File: src/rtl/sram_port_arbiter.sv
// sram_port_arbiter
// Shares one single-ported accelerator SRAM between NUM_REQ requesters.
// One access is accepted per cycle by round-robin. A requester can lock the
// port for multi-beat bursts. Read data comes back with a per-requester valid
// tag RD_LAT+1 cycles after the grant.
module sram_port_arbiter #(
    parameter int NUM_REQ = 3,
    parameter int ADDR_W  = 12,
    parameter int DATA_W  = 16,
    parameter int RD_LAT  = 1
) (
    input  logic                       clk,
    input  logic                       reset_b,
    input  logic [NUM_REQ-1:0]         req_valid,
    input  logic [NUM_REQ-1:0]         req_we,
    input  logic [NUM_REQ-1:0]         req_lock,
    input  logic [NUM_REQ*ADDR_W-1:0]  req_addr,
    input  logic [NUM_REQ*DATA_W-1:0]  req_wdata,
    output logic [NUM_REQ-1:0]         req_grant,
    output logic [NUM_REQ-1:0]         rsp_valid,
    output logic [DATA_W-1:0]          rsp_data,
    output logic                       sram_write_enable,
    output logic [ADDR_W-1:0]          sram_write_addresss,
    output logic [DATA_W-1:0]          sram_write_data,
    output logic [ADDR_W-1:0]          sram_read_address,
    input  logic [DATA_W-1:0]          sram_read_data,
    output logic                       arb_busy
);

    localparam int IDX_W = $clog2(NUM_REQ);
    localparam logic [IDX_W-1:0] LAST_IDX = IDX_W'(NUM_REQ - 1);

    typedef enum logic {
        ARB_OPEN = 1'b0,
        ARB_LOCK = 1'b1
    } arb_state_t;

    arb_state_t        state_reg;
    logic [IDX_W-1:0]  owner_reg;
    logic [IDX_W-1:0]  last_grant_reg;

    logic              we_reg;
    logic [ADDR_W-1:0] waddr_reg;
    logic [DATA_W-1:0] wdata_reg;
    logic [ADDR_W-1:0] raddr_reg;
    logic              busy_reg;

    // Read tags: stage 0 is loaded together with the read address, the last
    // stage lines up with the cycle the SRAM presents the data.
    logic [RD_LAT:0]   tag_valid_reg;
    logic [IDX_W-1:0]  tag_idx_reg [RD_LAT+1];

    logic [ADDR_W-1:0] addr_arr  [NUM_REQ];
    logic [DATA_W-1:0] wdata_arr [NUM_REQ];

    logic              open_found;
    logic [IDX_W-1:0]  open_idx;
    int                cand;
    logic [IDX_W-1:0]  cand_idx;

    logic              grant_any;
    logic [IDX_W-1:0]  grant_idx;
    logic              wr_fire;
    logic              rd_fire;

    genvar gi;

    generate
        for (gi = 0; gi < NUM_REQ; gi++) begin : g_unpack
            assign addr_arr[gi]  = req_addr[gi*ADDR_W +: ADDR_W];
            assign wdata_arr[gi] = req_wdata[gi*DATA_W +: DATA_W];
        end
    endgenerate

    // Round-robin search: first valid requester after the last one granted.
    always_comb begin
        open_found = 1'b0;
        open_idx   = '0;
        cand       = 0;
        cand_idx   = '0;
        for (int k = 0; k < NUM_REQ; k++) begin
            cand     = (int'(last_grant_reg) + 1 + k) % NUM_REQ;
            cand_idx = IDX_W'(cand);
            if (!open_found && req_valid[cand_idx]) begin
                open_found = 1'b1;
                open_idx   = cand_idx;
            end
        end
    end

    // Grant selection: while locked only the owner may be served.
    always_comb begin
        if (state_reg == ARB_LOCK) begin
            grant_any = req_valid[owner_reg];
            grant_idx = owner_reg;
        end else begin
            grant_any = open_found;
            grant_idx = open_idx;
        end
        wr_fire   = grant_any &  req_we[grant_idx];
        rd_fire   = grant_any & ~req_we[grant_idx];
        // Nothing is accepted while reset is held, so the grant is masked too.
        req_grant = (grant_any && reset_b) ? (NUM_REQ'(1) << grant_idx) : '0;
    end

    // Arbitration FSM: lock state, lock owner and round-robin pointer.
    always_ff @(posedge clk or negedge reset_b) begin
        if (!reset_b) begin
            state_reg      <= ARB_OPEN;
            owner_reg      <= '0;
            last_grant_reg <= LAST_IDX;
        end else begin
            if (grant_any) begin
                last_grant_reg <= grant_idx;
            end
            case (state_reg)
                ARB_OPEN: begin
                    // A lock request only counts on a granted beat.
                    if (grant_any && req_lock[grant_idx]) begin
                        state_reg <= ARB_LOCK;
                        owner_reg <= grant_idx;
                    end
                end
                ARB_LOCK: begin
                    // Released by a final beat (lock low) or by the owner
                    // going idle with its lock low; both reduce to lock low.
                    if (!req_lock[owner_reg]) begin
                        state_reg <= ARB_OPEN;
                    end
                end
                default: state_reg <= ARB_OPEN;
            endcase
        end
    end

    // SRAM port registers: write strobe pulses, addresses and data hold.
    always_ff @(posedge clk or negedge reset_b) begin
        if (!reset_b) begin
            we_reg    <= 1'b0;
            waddr_reg <= '0;
            wdata_reg <= '0;
            raddr_reg <= '0;
        end else begin
            we_reg <= wr_fire;
            if (wr_fire) begin
                waddr_reg <= addr_arr[grant_idx];
                wdata_reg <= wdata_arr[grant_idx];
            end
            if (rd_fire) begin
                raddr_reg <= addr_arr[grant_idx];
            end
        end
    end

    // Read tag pipeline, shifting every cycle so responses stay in grant order.
    always_ff @(posedge clk or negedge reset_b) begin
        if (!reset_b) begin
            tag_valid_reg <= '0;
            for (int s = 0; s <= RD_LAT; s++) begin
                tag_idx_reg[s] <= '0;
            end
        end else begin
            tag_valid_reg  <= {tag_valid_reg[RD_LAT-1:0], rd_fire};
            tag_idx_reg[0] <= grant_idx;
            for (int s = 1; s <= RD_LAT; s++) begin
                tag_idx_reg[s] <= tag_idx_reg[s-1];
            end
        end
    end

    // Busy flag: something pending, a read in flight, or the port locked.
    always_ff @(posedge clk or negedge reset_b) begin
        if (!reset_b) begin
            busy_reg <= 1'b0;
        end else begin
            busy_reg <= (|req_valid) | (|tag_valid_reg) | (state_reg == ARB_LOCK);
        end
    end

    generate
        for (gi = 0; gi < NUM_REQ; gi++) begin : g_rsp
            assign rsp_valid[gi] = tag_valid_reg[RD_LAT] &&
                                   (tag_idx_reg[RD_LAT] == IDX_W'(gi));
        end
    endgenerate

    assign rsp_data            = sram_read_data;
    assign sram_write_enable   = we_reg;
    assign sram_write_addresss = waddr_reg;
    assign sram_write_data     = wdata_reg;
    assign sram_read_address   = raddr_reg;
    assign arb_busy            = busy_reg;

endmodule

File: config.mk
export PLATFORM = sky130hd
export DESIGN_NAME = sram_port_arbiter
export DESIGN_NICKNAME = d
export VERILOG_FILES = /design/src/rtl/sram_port_arbiter.sv
export SDC_FILE = /design/constraint.sdc
export NUM_CORES = 1
export LEC_CHECK = 0
export ABC_CLOCK_PERIOD_IN_PS = 5700
export CELL_PAD_IN_SITES_DETAIL_PLACEMENT = 1
export CELL_PAD_IN_SITES_GLOBAL_PLACEMENT = 1
export CORE_MARGIN = 2
export CORE_UTILIZATION = 31
export CTS_CLUSTER_DIAMETER = 80
export DETAILED_ROUTE_END_ITERATION = 10
export GPL_TIMING_DRIVEN = 0
export PLACE_DENSITY = 0.95
export SLEW_MARGIN = 10
export SYNTH_ARGS = -nofsm -noshare
export SYNTH_HDL_FRONTEND = slang
export SYNTH_SLANG_ARGS = --single-unit
File: constraint.sdc
create_clock -name clk -period 5.7 [get_ports clk]
set_input_delay 1.14 -clock clk [delete_from_list [all_inputs] [get_ports clk]]
set_output_delay 1.14 -clock clk [all_outputs]
set_load 0.02 [all_outputs]
==> flow_summary.json <==
{
  "syn_area_sq_um": 3381,
  "core_area_sq_um": 10750,
  "clkTransAtPathRegs_ps": 90,
  "io_pins": 175,
  "power.density_nw_per_um2": 655.5,
  "synth.top_cell.area_share": 0.3849,
  "post_drt_wl_per_cell_microns": 19.43,
  "cts_hold_buffers": 0,
  "worstHoldStart": "tag_idx_reg[2]$_DFF_PN0_",
  "viasPerCell": 5.297,
  "top_layer": "met4",
  "p_int_mw": 1.844,
  "rsz0062_at_grt": "no",
  "power_switching_mw": 1.612,
  "die_y_microns": 108.4,
  "path_cells": "clkdlybuf4s50_1, mux2_4, a2111oi_4, nor3_2, o31ai_1, clkbuf_1, nor3_1, clkdlybuf4s50_1",
  "worstPathRequired_ps": 4560,
  "async_flop_share": 1.000,
  "synth-edff-count": 0,
  "ys_seq_area_frac": 0.3927,
  "crit_arrival_ps": 4290,
  "synth.avg_cell_area_sq_um": 9.914,
  "yosysWarnings": 0,
  "final_nets": 620,
  "path_common_cell": "clkdlybuf4s50_1",
  "cts-root-buf": "clkbuf_8",
  "slowest_delay_ps": 590,
  "clkPwrFrac": 0.079,
  "routed_wl_mm": 12.55,
  "vdd_drop_max_mv": 0.3590,
  "ys_ff_latch": 53,
  "num_vias": 3422,
  "portBuffers": 157,
  "ys_types": 49,
  "clkSinkCount": 53,
  "end_kind": "primary output",
  "start_util": 0.3146,
  "slew_viol_final": 0,
  "cts_buffer_depth": 2,
  "crit_path_max_fanout": 10,
  "clk-insertion-delay-late_ps": 310,
  "synthesis.nets": 456,
  "largest_reg_flops": 16,
  "critPathKind": "in -> out",
  "utilization": 0.4907,
  "wl_met2_mm": 6.570,
  "grt_max_degree": 29,
  "max_freq_mhz": 184.2,
  "synth.most_common_cell": "dfrtp_1",
  "grt_pass1_wl_mm": 19.49,
  "rrSetupSlack_ps": 2070,
  "finalHoldViolations": 0,
  "post-route-drc-count": 0,
  "first_pass_iters": 6,
  "reg2reg_depth": 11,
  "grt_pass1_vias": 3730,
  "area_delta_synth_final_pct": 55.96,
  "setup_tns_ps": 0,
  "place_area_sq_um": 5142,
  "crit_slowest_cell": "clkdlybuf4s50_1",
  "r2r_end": "sram_write_addresss[9]$_DFFE_PN0P_",
  "pwr-share-seq": 0.203,
  "drive_above_1_share": 0.1502,
  "cts_tree": "done",
  "antenna_found_initial": 0,
  "die_x_microns": 108.4,
  "p_leak_nw": 2.210,
  "min_to": "tag_idx_reg[0]$_DFF_PN0_",
  "hold_slack_ps": 365.7,
  "antenna_left": 0,
  "post-route-cell-area_sq_um": 5273,
  "fin_crit_sh": 0.9525,
  "grt-ovfl-total": 0,
  "setup_viol": 0,
  "synth_common_cells": "52 x dfrtp_1, 39 x inv_1, 34 x nand2_1, 32 x mux2_2, 30 x o221ai_1",
  "fin_skew_ps": 7.022,
  "max_cap_viol_count": 0,
  "rr_startpoint": "last_grant_reg[0]$_DFFE_PN0P_",
  "ys.flop_type": "dfrtp_1",
  "p_sw_frac": 0.4665,
  "worstSetupStartpointType": "primary input",
  "holdPathStages": 0,
  "slew_headroom": 0.4019,
  "drt_iter0_drc": 173,
  "row_count": 38,
  "worstHoldPathType": "reg -> reg",
  "netlist_instances": 341,
  "hpwl_mm": 9.919,
  "status": "complete, no violations",
  "route.met3.wl_microns": 777,
  "grt_usage": 0.2153,
  "antennaDiodeCount": 0,
  "yosysTopAreaCell": "dfrtp_1",
  "place.gp.congestion": 0.8776,
  "yosys-top-cells-area": "dfrtp_1 38%, mux2_2 11%, o221ai_1 7.8%, o311ai_0 7.5%, inv_1 4.3%",
  "cts_buffers": 5,
  "die_area_sq_um": 11760,
  "tightest_slew_ps": 887.4,
  "h-tree-depth": 2,
  "wl_met1_mm": 4.850,
  "period_minus_slack_ps": 5429,
  "p_total_mw": 3.456,
  "p_comb_frac": 0.718
}
## metal layers
metal	track usage	up-vias
met4	0.08700	0
met2	0.3839	136
met5	0	-
met3	0.05063	32
met1	0.2466	1688
li1	-	1566
## power groups by stage
stage / combinational (mW) / sequential [mW] / clock (mW)
2_1_floorplan: 1.41 / 0.862 / 0
3_3_place_gp: 2.36 / 0.689 / 0
3_5_place_dp: 2.47 / 0.705 / 0
4_1_cts: 2.48 / 0.700 / 0.277
5_1_grt: 2.68 / 0.723 / 0.289
6_report: 2.48 / 0.702 / 0.271
## metrics by stage
stage                     std cells  worst slack [ps]
after floorplan                 341              1498
after global placement          638            -176.5
after detailed placement        639            -2.921
after CTS                       647             5.801
after global routing            646             66.50
final                           646             270.9
## what timing repair did
| action | CTS | global route |
|---|---|---|
| hold endpoints to repair | 0 | 0 |
| setup endpoints to repair | 0 | 3 |
| setup buffers | 0 | 0 |
| gates resized for setup | 0 | 2 |
## placed cells by master, fill, tap and decap left out, types with 2 or more instances in the layout
| master | instances |
|---|---|
| mux2i_1 | 5 |
| o21ai_0 | 4 |
| inv_1 | 39 |
| ha_1 | 4 |
| or3_1 | 2 |
| o311ai_0 | 29 |
| nor2_1 | 10 |
| o221ai_1 | 30 |
| o211ai_1 | 2 |
| clkdlybuf4s50_1 | 156 |
| nand2b_1 | 2 |
| nor4_1 | 3 |
| buf_4 | 18 |
| nor4b_1 | 2 |
| buf_2 | 6 |
| nor3_1 | 2 |
| nand2_1 | 34 |
| a2111oi_4 | 2 |
| buf_1 | 2 |
| a21oi_1 | 5 |
| clkbuf_8 | 6 |
| mux2_2 | 32 |
| nand3b_1 | 2 |
| clkbuf_1 | 20 |
| mux2_1 | 9 |
| dfrtp_1 | 52 |
| and3b_1 | 2 |
## cell type report
| cell class | instances | area [sq um] |
|---|---|---|
| plain buffers | 45 | 254.0 |
| clock buffers | 7 | 86.33 |
| multi-input cells | 202 | 1663 |
| fillers | 1254 | 5473 |
| clock inverters | 1 | 30.03 |
| flip-flops and latches | 53 | 1328 |
| inverters | 40 | 150.1 |
| repair buffers | 158 | 1587 |
| well taps | 140 | 175.2 |
## how the worst max path moves through the flow
stage | end | slack [ps] | startpoint | depth (start not counted)
after CTS | req_grant[0] | 6 | req_valid[1] | 10
after global placement | req_grant[1] | -180 | reset_b | 5
final | req_grant[2] | 270 | req_valid[1] | 8
after global routing | req_grant[2] | 70 | req_valid[1] | 8
after detailed placement | req_grant[0] | -3 | req_valid[1] | 10
after floorplan | req_grant[0] | 1500 | req_valid[2] | 9
## kinds of logic (layout without fill, tap and decap cells)
| logic type | after synthesis | in the layout | share of synthesized area |
|---|---|---|---|
| flops | 53 | 53 | 0.3927 |
| fa+ha+maj | 4 | 4 | 0.01480 |
| compound gates | 86 | 86 | 0.2250 |
| simple gates | 65 | 65 | 0.09105 |
| mux | 47 | 47 | 0.1558 |
| buf+inv | 86 | 251 | 0.1206 |
## critical path, delay by kind of cell
kind | cells | cell delay (ps)
AOI/OAI and AO/OA | 2 | 920
muxes | 1 | 350
and+or+nand+nor | 2 | 290
buffers and inverters | 3 | 1590
(Power assumes the default switching activity.)
